**src/rtl/mem_ctrl_pkg.sv**
```systemverilog
// Shared types and constants for the MEM-stage access controller.
package mem_ctrl_pkg;

  typedef enum logic [2:0] {
    StIdle,
    StRead,
    StWrite,
    StSbRead,
    StSbWrite,
    StDone
  } state_e;

  localparam int unsigned LANE_W = 8;

  localparam logic [1:0] LANE_0 = 2'd0;
  localparam logic [1:0] LANE_1 = 2'd1;
  localparam logic [1:0] LANE_2 = 2'd2;
  localparam logic [1:0] LANE_3 = 2'd3;

endpackage

```
**src/rtl/byte_lane_merge.sv**
```systemverilog
// Replaces one little-endian byte lane of a word with a new byte.
module byte_lane_merge
  import mem_ctrl_pkg::*;
#(
  parameter int unsigned DATA_W = 32
) (
  input  logic [DATA_W-1:0] word,
  input  logic [LANE_W-1:0] byte_val,
  input  logic [1:0]        lane,
  output logic [DATA_W-1:0] merged
);

  always_comb begin
    merged = word;
    unique case (lane)
      LANE_0: merged[0*LANE_W +: LANE_W] = byte_val;
      LANE_1: merged[1*LANE_W +: LANE_W] = byte_val;
      LANE_2: merged[2*LANE_W +: LANE_W] = byte_val;
      LANE_3: merged[3*LANE_W +: LANE_W] = byte_val;
      default: merged = word;
    endcase
  end

endmodule

```
**src/rtl/mem_access_controller.sv**
```systemverilog
// MEM-stage sequencer: stalls the pipeline around single-port memory accesses,
// performs byte stores as read-modify-write and flags misalignment/conflict/timeout.
module mem_access_controller
  import mem_ctrl_pkg::*;
#(
  parameter int unsigned DATA_W  = 32,
  parameter int unsigned ADDR_W  = 32,
  parameter int unsigned TIMEOUT = 16
) (
  input  logic              clk,
  input  logic              rst,
  input  logic              req_mem_read,
  input  logic              req_mem_write,
  input  logic              req_store_byte,
  input  logic [ADDR_W-1:0] req_addr,
  input  logic [DATA_W-1:0] req_wdata,
  output logic              stall,
  output logic              done,
  output logic              err,
  output logic [DATA_W-1:0] load_data,
  output logic [ADDR_W-1:0] mem_addr,
  output logic [DATA_W-1:0] mem_wdata,
  output logic              mem_re,
  output logic              mem_we,
  input  logic [DATA_W-1:0] mem_rdata,
  input  logic              mem_ack
);

  localparam int unsigned CNT_W = $clog2(TIMEOUT);
  localparam logic [CNT_W-1:0] CNT_MAX = CNT_W'(TIMEOUT - 1);

  state_e state_q, state_d;
  logic [CNT_W-1:0]  cnt_q, cnt_d;
  logic [ADDR_W-1:0] addr_q, addr_d;
  logic [DATA_W-1:0] wdata_q, wdata_d;
  logic [DATA_W-1:0] load_q, load_d;
  logic [LANE_W-1:0] byte_q, byte_d;
  logic [1:0]        lane_q, lane_d;
  logic              err_q, err_d;
  logic              re_q, re_d;
  logic              we_q, we_d;
  logic              timeout;
  logic              req_any;
  logic [DATA_W-1:0] merged_word;

  byte_lane_merge #(
    .DATA_W(DATA_W)
  ) u_merge (
    .word    (mem_rdata),
    .byte_val(byte_q),
    .lane    (lane_q),
    .merged  (merged_word)
  );

  assign req_any = req_mem_read | req_mem_write;
  assign timeout = (cnt_q == CNT_MAX);

  always_comb begin
    state_d = state_q;
    cnt_d   = '0;
    addr_d  = addr_q;
    wdata_d = wdata_q;
    load_d  = load_q;
    byte_d  = byte_q;
    lane_d  = lane_q;
    err_d   = err_q;

    unique case (state_q)
      StIdle: begin
        if (req_any) begin
          addr_d = {req_addr[ADDR_W-1:2], 2'b00};
          byte_d = req_wdata[LANE_W-1:0];
          lane_d = req_addr[1:0];
          // A simultaneous read is dropped in favour of the write but still reported.
          err_d  = req_mem_read & req_mem_write;
          if (req_mem_write && req_store_byte) begin
            state_d = StSbRead;
          end else if (req_addr[1:0] != 2'b00) begin
            state_d = StDone;
            err_d   = 1'b1;
          end else if (req_mem_write) begin
            state_d = StWrite;
            wdata_d = req_wdata;
          end else begin
            state_d = StRead;
          end
        end
      end
      StRead: begin
        cnt_d = cnt_q + CNT_W'(1);
        if (mem_ack) begin
          load_d  = mem_rdata;
          state_d = StDone;
        end else if (timeout) begin
          err_d   = 1'b1;
          state_d = StDone;
        end
      end
      StSbRead: begin
        cnt_d = cnt_q + CNT_W'(1);
        if (mem_ack) begin
          wdata_d = merged_word;
          cnt_d   = '0;
          state_d = StSbWrite;
        end else if (timeout) begin
          err_d   = 1'b1;
          state_d = StDone;
        end
      end
      StWrite, StSbWrite: begin
        cnt_d = cnt_q + CNT_W'(1);
        if (mem_ack) begin
          state_d = StDone;
        end else if (timeout) begin
          err_d   = 1'b1;
          state_d = StDone;
        end
      end
      StDone: begin
        state_d = StIdle;
      end
      default: begin
        state_d = StIdle;
      end
    endcase

    // Strobes are registered from the next state so they track state entry/exit exactly.
    re_d = (state_d == StRead) || (state_d == StSbRead);
    we_d = (state_d == StWrite) || (state_d == StSbWrite);
  end

  always_ff @(posedge clk) begin
    if (rst) begin
      state_q <= StIdle;
      cnt_q   <= '0;
      addr_q  <= '0;
      wdata_q <= '0;
      load_q  <= '0;
      byte_q  <= '0;
      lane_q  <= '0;
      err_q   <= 1'b0;
      re_q    <= 1'b0;
      we_q    <= 1'b0;
    end else begin
      state_q <= state_d;
      cnt_q   <= cnt_d;
      addr_q  <= addr_d;
      wdata_q <= wdata_d;
      load_q  <= load_d;
      byte_q  <= byte_d;
      lane_q  <= lane_d;
      err_q   <= err_d;
      re_q    <= re_d;
      we_q    <= we_d;
    end
  end

  assign stall = ((state_q == StIdle) && req_any) ||
                 (state_q == StRead) || (state_q == StWrite) ||
                 (state_q == StSbRead) || (state_q == StSbWrite);
  assign done      = (state_q == StDone);
  assign err       = (state_q == StDone) && err_q;
  assign load_data = load_q;
  assign mem_addr  = addr_q;
  assign mem_wdata = wdata_q;
  assign mem_re    = re_q;
  assign mem_we    = we_q;

endmodule

```
**config.mk**
```make
export PLATFORM = sky130hd
export DESIGN_NAME = mem_access_controller
export DESIGN_NICKNAME = d
export VERILOG_FILES = /design/src/rtl/mem_ctrl_pkg.sv /design/src/rtl/byte_lane_merge.sv /design/src/rtl/mem_access_controller.sv
export SDC_FILE = /design/constraint.sdc
export NUM_CORES = 1
export LEC_CHECK = 0
export CORE_MARGIN = 1.5
export CORE_UTILIZATION = 46
export DETAILED_ROUTE_END_ITERATION = 12
export PLACE_DENSITY_LB_ADDON = 0.05
export REMOVE_ABC_BUFFERS = 1
export SETUP_SLACK_MARGIN = 0.5
export SLEW_MARGIN = 20
export SYNTH_ARGS = -nofsm -noshare
export SYNTH_HDL_FRONTEND = slang
export SYNTH_SLANG_ARGS = --single-unit
```
**constraint.sdc**
```tcl
create_clock -name clk -period 4.65 [get_ports clk]
set_clock_uncertainty 0.05 [all_clocks]
set_input_delay 0.465 -clock clk [delete_from_list [all_inputs] [get_ports clk]]
set_output_delay 0.465 -clock clk [all_outputs]
set_load 0.1 [all_outputs]
```
After elaboration in Yosys (flattened, before gate mapping)

Cells that the tools add are included.

Memories kept: 0
Bits in read-only memories: 0
Bits of input ports: 102
Word-level logic and storage cells: 79
Latch bits: 0
RAM bits: 0
Bits in registers: 114
Output and inout bits: 101

Reductions and logical operators: 20
Shifts and indexed selects: 0
Order comparisons: 0
Mux-type cells: 26
Add/subtract/negate cells: 1
Bitwise logic cells: 2
$mul: 0
Div/mod/pow operators: 0
Eq/ne operators: 20

Operators with widths:

| operator                                                        | count |
|---|---|
| 32-bit two-way mux                                              | 5 |
| 32-bit case mux with 2 select lines                             | 1 |
| 8-bit two-way mux                                               | 4 |
| 3-bit two-way mux                                               | 6 |
| 3-bit by 2-bit == test with 1-bit output, second input constant | 4 |
| 2-bit != test, second input constant                            | 6 |
| 3-bit == test, second input constant                            | 3 |
| 3-bit case mux with 3 select lines                              | 1 |
| 4-bit case mux with 2 select lines                              | 1 |
| 3-bit by 1-bit == test with 1-bit output, second input constant | 2 |
| 1-bit logical OR                                                | 6 |
| 6-bit AND reduction                                             | 1 |
| 2-bit nonzero test                                              | 3 |
| 1-bit two-way mux                                               | 5 |
| 4-bit by 1-bit adder with 4-bit output, second input constant   | 1 |
| 2-bit == test, second input constant                            | 2 |
| 4-bit == test, second input constant                            | 1 |
| 4-bit two-way mux                                               | 1 |
| 2-bit AND reduction                                             | 2 |
| 4-bit AND reduction                                             | 1 |
| 4-bit OR reduction                                              | 1 |
| 1-bit logical AND                                               | 3 |
| 3-bit logical NOT                                               | 1 |
| 3-bit OR reduction                                              | 1 |
| 7 further kinds                                                 | 7 |

Longest topological paths before layout

Depth in word-level cells: 7
Depth in mapped cells: 7
Depth with buffers taken out: 5

Modules after synthesis

Synthesis repeated with hierarchy kept, for this count alone.

Cell total of the unflattened synthesis: 595
Area, all modules: 5062.4 µm²

By module, submodules not included:

| module                | sequential area each (µm²) | times used | area each (µm²) | cells each |
|---|---|---|---|---|
| mem_access_controller | 2282.2                     | 1          | 4621.9          | 557 |
| byte_lane_merge       | 0.0                        | 1          | 440.4           | 38 |

Worst setup path before layout

OpenSTA, ideal clock, no wires.

Path type: reg2out
Start point: register state_q[2]
End point: output port stall
Path buffers: 1
Arrival time: 2.088 ns
Cell stages (with the launch flop): 4
Slack: 2.047 ns
Required time: 4.135 ns
Path through: dfxtp_1 > buf_2 > o21a_1 > a21oi_1

Cells in the longest elaborated chain, start to end: 6
Elaborated cells on any way between the ends: 10
Those cells by class: eq/ne (4); reduce/logical (6)

Ends and longest elaborated chain:

| item                           | RTL line                     | RTL |
|---|---|---|
| start, declared                | mem_access_controller.sv:32  | `state_e state_q, state_d;` |
| start signal, assigned         | mem_access_controller.sv:134 | `state_q <= StIdle;` |
| start signal, assigned         | mem_access_controller.sv:145 | `state_q <= state_d;` |
| 3-bit logical NOT              | mem_access_controller.sv:158 | `assign stall = ((state_q == StIdle) && req_any) \|\|` |
| 1-bit logical AND              | mem_access_controller.sv:158 |  |
| 1-bit logical OR               | mem_access_controller.sv:158 |  |
| 1-bit logical OR (2 in series) | mem_access_controller.sv:159 | `(state_q == StRead) \|\| (state_q == StWrite) \|\|` |
| 1-bit logical OR *             | mem_access_controller.sv:160 | `(state_q == StSbRead) \|\| (state_q == StSbWrite);` |
| end, declared                  | mem_access_controller.sv:17  | `output logic stall,` |

Mark *: on every way between the ends. The rest lies on a longest branch, timed or not.

Worst setup path in the final report

Start point: register state_q[0]
End point: output port err

Cells in the longest elaborated chain, start to end: 2

Ends and longest elaborated chain:

| item              | RTL line                     | RTL |
|---|---|---|
| 3-bit == test     | mem_access_controller.sv:162 | `assign err = (state_q == StDone) && err_q;` |
| 1-bit logical AND | mem_access_controller.sv:162 |  |
| end, declared     | mem_access_controller.sv:19  | `output logic err,` |

No other way between the ends.

==> metrics.csv <==
stage;metric;value;unit
timing;setup_tns;0;ns
timing;finalCritPeriodShare;68.7;%
yosys;synthAdderAreaFrac;0.258;%
floorplanning;io_pins;203;
yosys;synth_seq_area_share;47.1;%
global_routing;grt_pass1_wl;24.0;mm
routing;avgRoutedWirePerCell;15.8;um
min_path;min_path_cells;2;
pwr;finalPower;4.05;mW
cells_and_area;stdcell_count;944;
placement;placed_area;6840;um^2
setup_path;r2r_cells;4;
cells_and_area;finalInstanceArea;7420;um^2
cts;clock_sinks;114;
yosys;synth_ff_type;dfxtp_1;
setup_path;critPathLaunchType;register;
timing;rsz0062_at_grt;false;
floorplanning;die_h;106;um
cells_and_area;drive_gt1_share;5.82;%
routing;avgViaCountPerCell;5.29;
timing;tightestPinTransition;1.03;ns
cts;cts-resized-gates;0;
cts;cts_hold_buf;0;
timing;fin_crit;3.19;ns
floorplanning;die-area;11200;um^2
routing;drtIter0Drc;308;
yosys;ys_seq_elements;114;
placement;hpwl;9.91;mm
cells_and_area;antennaDiodeCount;0;
timing;timing.fmax;0.313;GHz
job;cap_violations;0;
setup_path;r2r-end;mem_wdata[10];
pwr;p_per_area;546;nW/um^2
yosys;synth_cell_types;43;
pwr;peakVddDrop;347;uV
floorplanning;start_util;47.2;%
setup_path;critical_path.startpoint;state_q[0];
yosys;synth.most_common_cell;nand2_1;
setup_path;crit_end;err;
yosys;yosysTopAreaCellShare;47.1;%
setup_path;critPathCaptureType;output port;
yosys;muxShareOfSynthArea;3.30;%
yosys;syn_inst;615;
setup_path;required;4.14;ns
yosys;synth_top_family_by_area;simple AND/OR/NAND/NOR gates;
cells_and_area;final_nets;898;
floorplanning;die_x;106;um
global_routing;grt_pass1_vias;4886;
setup_path;critPathKind;register to output port;
yosys;synth-xor-area-share;0.542;%
routing;vias;4996;
yosys;synthSimpleGateAreaFrac;22.7;%
global_routing;track_usage;27.0;%
placement;dp.cells;911;
routing;dr.pass1.iters;5;
routing;route.final.wire_length;14.9;mm
setup_path;r2r_setup_slack;2.49;ns
timing;hold_viol_final;0;
yosys;yosys.area.top_type;dfxtp_1;
cts;clk_pin_slew;0.05;ns
run_status;status;finished, final reports clean;
cells_and_area;final_core_util;72.2;%
cts;cts_buffers;17;
timing;slew_viol_final;0;
cts;htree_levels;4;
yosys;ys_warn_count;0;
cells_and_area;area_growth;52.9;%
cts;cts_root_buffer;clkbuf_8;
global_routing;grt_antenna_before_repair;0;
yosys;mappedNetlistArea;4850;um^2
timing;setup_viol;0;
yosys;synth_common_cells;nand2_1, dfxtp_1, a21oi_1;
cts;cts_setup_buffers;0;
routing;ant_nets;0;
floorplanning;rows;37;
min_path;min_path_type;register to register;
pwr;leakagePower;2.73;nW
cts;cts_tree;yes;
timing;relSlewSlack;31.0;%
floorplanning;core;10300;um^2
global_routing;overflow;0;
yosys;synth_area_leaders;dfxtp_1, nand2_1, a21oi_1;
placement;io_buffers;200;
setup_path;path_max_fanout;8;
yosys;synth_compound_area_share;20.6;%
global_routing;grt_max_degree;65;
cts;cts_buffer_depth;2;
yosys;avgSynthCellArea;7.89;um^2
placement;routabilityCongestion;0.846;
setup_path;rr_startpoint;lane_q[0];
setup_path;worstPathArrival;2.68;ns
cts;clk_latency;0.51;ns
routing;drc;0;
yosys;synthArstFlopShare;0;%
yosys;synth_edf_count;0;
logic make-up (layout without fill, tap and decap cells):
logic type	Yosys count	count (layout)
fa+ha+maj	1	1
simple gates	267	267
xor+xnor	3	3
flops	114	114
buf+inv	52	244
compound gates	161	161
other cells	1	2
mux	16	16
final cells by class:
type	count	area [um^2]
clock buffer	21	439
timing repair buffer	209	2090
inverter	3	11.3
clock inverter	11	113
sequential	114	2280
tap	136	170
multi-input combinational	450	2310
fill	848	2860
worst max-delay path: stages (launching register included):
cell	delay [ns]
dfxtp_1	0.52
nor2b_1	0.29
and3_1	0.22
clkdlybuf4s50_1	1.14
registers in the layout, indices dropped and copies added, names as in the netlist:
signal / count
state_q: 3
err_q: 1
byte_q: 8
load_data: 32
cnt_q: 4
lane_q: 2
mem_wdata: 32
mem_re: 1
mem_we: 1
mem_addr: 30
where the power goes:
part | internal, mW | switching (mW) | total [mW] | leakage (nW)
Sequential | 1.11 | 0.121 | 1.23 | 0.928
Clock | 0.768 | 0.434 | 1.20 | 0.267
Combinational | 0.424 | 1.19 | 1.61 | 1.53
how the worst min path moves through the flow:
| stage | from | to | slack (ns) |
|---|---|---|---|
| after detailed placement | mem_wdata[3] | mem_wdata[3] | 0.39 |
| after global routing | load_data[12] | load_data[12] | 0.42 |
| after CTS | mem_wdata[3] | mem_wdata[3] | 0.40 |
| after global placement | cnt_q[0] | cnt_q[0] | 0.38 |
| after floorplan | cnt_q[0] | cnt_q[0] | 0.37 |
| final | mem_wdata[3] | mem_wdata[3] | 0.40 |
placed cells by master, fill, tap and decap left out, drive strengths merged, types with 3 or more instances in the layout:
cell type        n
a211o           16
a21oi          106
a311o           16
buf             10
clkbuf          21
clkdlybuf4s50  199
clkinv           6
clkinvlp         3
dfxtp          114
inv              3
mux2i           16
nand2          196
nand3           11
nor2            40
nor3             3
o21ai           11
or2              4
per-layer routing:
metal / up-vias / share of wire [%] / GRT usage, %
met5: - / 0 / 0
met4: 0 / 1.9 / 9.56
met3: 24 / 8.0 / 9.28
met2: 195 / 49 / 44.4
met1: 2335 / 41 / 32.8
li1: 2442 / - / -
stage by stage:
| step | hold WS (ns) | setup WS, ns |
|---|---|---|
| after global routing | 0.418 | 1.38 |
| after CTS | 0.401 | 1.46 |
| after floorplan | 0.368 | 2.04 |
| final | 0.399 | 1.46 |
| after detailed placement | 0.394 | 1.66 |
| after global placement | 0.380 | 1.67 |
Power figures use the tool's default switching activity.
